[config.mk]
export PLATFORM = sky130hd
export DESIGN_NAME = flow_ctrl
export DESIGN_NICKNAME = d
export VERILOG_FILES = /design/src/rtl/flow_ctrl_pkg.sv /design/src/rtl/flow_ctrl.sv
export SDC_FILE = /design/constraint.sdc
export NUM_CORES = 1
export LEC_CHECK = 0
export CAP_MARGIN = 30
export CORE_ASPECT_RATIO = 0.5
export CORE_MARGIN = 2
export CORE_UTILIZATION = 30
export DETAILED_ROUTE_END_ITERATION = 6
export DONT_BUFFER_PORTS = 1
export HOLD_SLACK_MARGIN = 0.15
export PLACE_DENSITY = 0.55
export SLEW_MARGIN = 10
export SYNTH_ARGS = -nofsm -noshare
export SYNTH_HDL_FRONTEND = slang
export SYNTH_SLANG_ARGS = --single-unit
export TNS_END_PERCENT = 30
[constraint.sdc]
create_clock -name clk -period 2.4 [get_ports clk]
set_input_delay 0.36 -clock clk [delete_from_list [all_inputs] [get_ports clk]]
set_output_delay 0.36 -clock clk [all_outputs]
set_load 0.03 [all_outputs]
[src/rtl/flow_ctrl_pkg.sv]
// Shared rooth pipeline definitions: bus widths, flow command encodings and
// flow controller state encodings.
package flow_ctrl_pkg;

  localparam int unsigned ROOTH_CPU_WIDTH  = 32;
  localparam int unsigned ROOTH_FLOW_WIDTH = 2;

  localparam logic [1:0] FLOW_WORK    = 2'b00;
  localparam logic [1:0] FLOW_STOP    = 2'b01;
  localparam logic [1:0] FLOW_REFRESH = 2'b10;

  typedef enum logic [1:0] {
    ST_INIT = 2'd0,
    ST_RUN  = 2'd1,
    ST_HALT = 2'd2
  } fc_state_e;

endpackage

[src/rtl/flow_ctrl.sv]
// Central pipeline flow controller: post-reset flush, JTAG halt handshake,
// hold/hazard stalls and jump redirection with deferral of held jumps.
module flow_ctrl
  import flow_ctrl_pkg::*;
#(
  parameter int unsigned CPU_WIDTH  = ROOTH_CPU_WIDTH,
  parameter int unsigned FLOW_WIDTH = ROOTH_FLOW_WIDTH,
  parameter int unsigned INIT_FLUSH = 2
) (
  input  logic                  clk,
  input  logic                  rst,
  input  logic                  jtag_reset_flag_i,
  input  logic                  jtag_halt_req_i,
  output logic                  jtag_halted_o,
  input  logic                  jump_req_i,
  input  logic [CPU_WIDTH-1:0]  jump_addr_i,
  input  logic                  load_use_i,
  input  logic                  hold_req_i,
  output logic [FLOW_WIDTH-1:0] flow_pc_o,
  output logic                  next_pc_four_o,
  output logic [CPU_WIDTH-1:0]  next_pc_o,
  output logic [FLOW_WIDTH-1:0] flow_if_id_o,
  output logic [FLOW_WIDTH-1:0] flow_id_ex_o
);

  localparam int unsigned CNT_W = $clog2(INIT_FLUSH + 1);

  fc_state_e            state_q, state_d;
  logic [CNT_W-1:0]     init_cnt_q, init_cnt_d;
  logic                 pend_vld_q, pend_vld_d;
  logic [CPU_WIDTH-1:0] pend_addr_q, pend_addr_d;
  logic                 halted_d;

  logic in_init, in_run, do_halt;

  assign in_init = (state_q == ST_INIT);
  assign in_run  = (state_q == ST_RUN);
  assign do_halt = (state_q == ST_HALT) || (in_run && jtag_halt_req_i);

  // State register
  always_ff @(posedge clk or posedge rst) begin
    if (rst) begin
      state_q       <= ST_INIT;
      init_cnt_q    <= CNT_W'(INIT_FLUSH);
      pend_vld_q    <= 1'b0;
      pend_addr_q   <= '0;
      jtag_halted_o <= 1'b0;
    end else begin
      state_q       <= state_d;
      init_cnt_q    <= init_cnt_d;
      pend_vld_q    <= pend_vld_d;
      pend_addr_q   <= pend_addr_d;
      jtag_halted_o <= halted_d;
    end
  end

  // Next-state logic
  always_comb begin
    state_d     = state_q;
    init_cnt_d  = init_cnt_q;
    pend_vld_d  = pend_vld_q;
    pend_addr_d = pend_addr_q;
    halted_d    = jtag_halted_o;
    if (jtag_reset_flag_i) begin
      state_d     = ST_INIT;
      init_cnt_d  = CNT_W'(INIT_FLUSH);
      pend_vld_d  = 1'b0;
      pend_addr_d = '0;
      halted_d    = 1'b0;
    end else if (in_init) begin
      init_cnt_d = init_cnt_q - CNT_W'(1);
      if (init_cnt_q <= CNT_W'(1)) state_d = ST_RUN;
    end else if (do_halt) begin
      state_d  = jtag_halt_req_i ? ST_HALT : ST_RUN;
      halted_d = jtag_halt_req_i;
      if (jump_req_i) begin
        pend_vld_d  = 1'b1;
        pend_addr_d = jump_addr_i;
      end
    end else if (!in_run) begin
      state_d = ST_INIT;
    end else if (hold_req_i) begin
      // Held jump is parked so the redirect happens once the hold clears
      if (jump_req_i) begin
        pend_vld_d  = 1'b1;
        pend_addr_d = jump_addr_i;
      end
    end else if (pend_vld_q || jump_req_i) begin
      pend_vld_d = 1'b0;
    end
  end

  // Zero-latency flow command decode
  always_comb begin
    flow_pc_o      = FLOW_WIDTH'(FLOW_WORK);
    flow_if_id_o   = FLOW_WIDTH'(FLOW_WORK);
    flow_id_ex_o   = FLOW_WIDTH'(FLOW_WORK);
    next_pc_four_o = 1'b1;
    next_pc_o      = '0;
    if (jtag_reset_flag_i || in_init || (!in_run && !do_halt)) begin
      flow_pc_o    = FLOW_WIDTH'(FLOW_REFRESH);
      flow_if_id_o = FLOW_WIDTH'(FLOW_REFRESH);
      flow_id_ex_o = FLOW_WIDTH'(FLOW_REFRESH);
    end else if (do_halt || hold_req_i) begin
      flow_pc_o    = FLOW_WIDTH'(FLOW_STOP);
      flow_if_id_o = FLOW_WIDTH'(FLOW_STOP);
      flow_id_ex_o = FLOW_WIDTH'(FLOW_STOP);
    end else if (pend_vld_q || jump_req_i) begin
      // A parked target is older than the live request, so it wins
      next_pc_four_o = 1'b0;
      next_pc_o      = pend_vld_q ? pend_addr_q : jump_addr_i;
      flow_if_id_o   = FLOW_WIDTH'(FLOW_REFRESH);
      flow_id_ex_o   = FLOW_WIDTH'(FLOW_REFRESH);
    end else if (load_use_i) begin
      flow_pc_o    = FLOW_WIDTH'(FLOW_STOP);
      flow_if_id_o = FLOW_WIDTH'(FLOW_STOP);
      flow_id_ex_o = FLOW_WIDTH'(FLOW_REFRESH);
    end
  end

endmodule

==> results.cfg, run 1 <==
[sta]
relSlewSlack_pct = 63.7
rsz0062_at_grt = no
hold_viol_final = 0
setup_violations = 0
layout_min_cycle_time_ns = 2.33
worstMarginPinSlew_ns = 0.545
setup_slack_ns = 0.0676
fin_setup_tns_ns = 0
maxSlewViolCount = 0
skew_ns = 0.00391
period_share_pct = 97.2
fmax_mhz = 429

[drt]
drc = 0
drtIter0Drc = 56
drtPass1Iterations = 4
vias = 1539
antenna_left = 0
viasPerCell = 4.89
wl_per_cell_um = 15.1
wl_mm = 4.75

[floorplanning]
coreArea_mm2 = 0.00660
chipWidth_um = 120
rows = 21
die-height_um = 62.0
ios = 79
start_util_pct = 30.6
die-area_mm2 = 0.00744

[critical_path]
start_kind = register
critPathCapture = next_pc_o[5]
r2r_end = pend_addr_q[3]$_DFFE_PP0P_
cp_top_family = simple AND/OR/NAND/NOR gates
r2r-start = state_q[1]$_DFFE_PP0P_
path_max_fanout = 33
critical_path_arrival_ns = 1.97
ff2ff_path_depth = 5
crit_path_start = state_q[1]$_DFFE_PP0P_
critPathKind = reg2out
crit_chain = and2b_2, a211oi_4, nand3b_2, buf_6, nor2_1, buf_4
critPathSlowestCell = dfrtp_1
path_buf_inv = 2
crit_required_ns = 2.04
path_depth = 6
rrSetupSlack_ns = 0.64
slowest_delay_ns = 0.46
end_kind = output port

[logic_synthesis]
muxShareOfSynthArea_pct = 16.4
syn_inst = 189
ys.warnings.count = 0
netlist.area_leader.share_pct = 45.8
post_synth_num_cell_types = 29
synth_top_cell_by_area = dfrtp_1
synth_nets = 229
avgSynthCellArea_um2 = 10.7
ys_top_cells_by_area = dfrtp_1, mux2i_1, a22o_1
yosys.area_share.simple_pct = 10.8
synth_xor_area_share_pct = 0.434
synthAdderAreaFrac_pct = 0.620
synth_top_family_by_area = compound AO/OA/AOI/OAI gates
yosysSeqAreaShare_pct = 47.1
synth_compound_area_share_pct = 18.8
ys_ff_latch = 38
syn_area_mm2 = 0.00202

[global_route]
grt_pass1_wl_mm = 7.14
antenna_found_initial = 0
grt_pass1_vias = 1420
overflow = 0
grt_use_total_pct = 12.1
grt_start_max_net_pins = 39

[cells_and_area]
mostFrequentLayoutCell = buf_4
syn2layout_area_growth_pct = 24.7
final_nets = 264
n_antenna_cell = 0
final_cell_mix = buf_4, nor2_1, dfrtp_1
fin_area_mm2 = 0.00252
drive_above_1_share_pct = 25.1

[cts]
clock_latency_ns = 0.27
cts_buffer_depth = 2
tritoncts = done
cts_buffers = 5
cts_root_buffer = clkbuf_16
htree_levels = 2
clkTransAtPathRegs_ns = 0.05
post_cts_buffers = 0
clkSinkCount = 38

[placed_design]
place_area_mm2 = 0.00235
dp_worst_setup_slack_ns = 0.323
hpwl_mm = 3.16
gp_congestion = 0.811
port_buffers = 0

[power]
leakagePower_nw = 1.16
power_density_mw_per_mm2 = 825
ir_worst_vdd_mv = 0.341

[run]
maxCapViolations = 0

[hold_path]
hold_class = in2reg

[status]
outcome = finished, final reports clean
worst min-delay path by stage:
stage                 startpoint                         end  depth (start not counted)
2_1_floorplan  jtag_reset_flag_i   jtag_halted_o$_DFFE_PP0P_                          1
3_3_place_gp                 rst  pend_addr_q[0]$_DFFE_PP0P_                          2
3_5_place_dp                 rst  pend_addr_q[0]$_DFFE_PP0P_                          2
4_1_cts        jtag_reset_flag_i   init_cnt_q[0]$_DFFE_PP0N_                          1
5_1_grt        jtag_reset_flag_i   init_cnt_q[0]$_DFFE_PP0N_                          1
6_report       jtag_reset_flag_i   init_cnt_q[0]$_DFFE_PP0N_                          1
sequential cells by signal, indices dropped and copies added (netlist names):
name           count
init_cnt_q         2
jtag_halted_o      1
pend_addr_q       32
pend_vld_q         1
state_q            2
cells in the mapped netlist:
library cell and n:
and2b_1 1, o21ai_0 2, clkbuf_1 2, a21oi_1 6, nand2_1 2, and3_1 1, or3_1 1, dfrtp_1 37
a21o_1 2, ha_1 1, or2_1 1, o211ai_1 1, xnor2_1 1, o31ai_1 1, buf_1 1, buf_4 1
buf_6 4, nor2_1 38, mux2i_1 33, and2_1 1, nand3b_2 1, nand2b_1 2, buf_2 7, a211oi_4 1
dfstp_2 1, inv_1 5, nor2b_1 2, a22o_1 32, a21oi_2 1
through the flow:
stage	cells	utilization (%)	power, mW	hold WS (ns)
6_report	315	38.2	2.08	0.160
5_1_grt	315	38.2	2.20	0.153
4_1_cts	315	38.0	2.10	0.155
3_5_place_dp	307	35.6	1.46	0.412
3_3_place_gp	307	35.6	1.44	0.402
2_1_floorplan	189	-	1.33	0.423
per-layer routing:
metal  global-route usage, %  share of wire (%)  up-vias
met5                       0                  0        -
met2                    21.1                 49       30
li1                        -                  -      735
met4                    2.69                  0        0
met3                    3.56                5.3        0
met1                    15.4                 46      774
final cells by class:
| class | count | area (um2) |
|---|---|---|
| tap | 92 | 115 |
| timing repair buffer | 43 | 332 |
| sequential | 38 | 955 |
| multi-input combinational | 131 | 960 |
| clock buffer | 6 | 139 |
| fill | 653 | 4080 |
| inverter | 5 | 18.8 |
logic make-up (layout without fill, tap and decap cells):
family                   count (synthesis)  after routing
AO/OA/AOI/OAI                           46             46
XOR/XNOR                                 1              1
adder cells (fa/ha/maj)                  1              1
buffers and inverters                   20             54
flip-flops                              38             38
multiplexers                            33             33
AND/OR/NAND/NOR                         50             50
where the power goes:
| group | leakage, nW | switching (mW) | internal [mW] | total, mW |
|---|---|---|---|---|
| Combinational | 0.577 | 0.382 | 0.265 | 0.647 |
| Sequential | 0.517 | 0.0704 | 0.739 | 0.810 |
| Clock | 0.0688 | 0.222 | 0.401 | 0.622 |
what timing repair did:
action / in CTS / in global routing
hold buffers: 2 / 0
gates resized for setup: 0 / 4
endpoints found under the hold margin: 39 / 0
setup endpoints to repair: 0 / 32
(Power assumes the default switching activity.)
==> inputs of run 2 (changes only) <==
GPL_ROUTABILITY_DRIVEN = 0   (was default)
==> results of run 2 <==
Same layout as run 1: the final DEF is identical, and so are final timing and power.
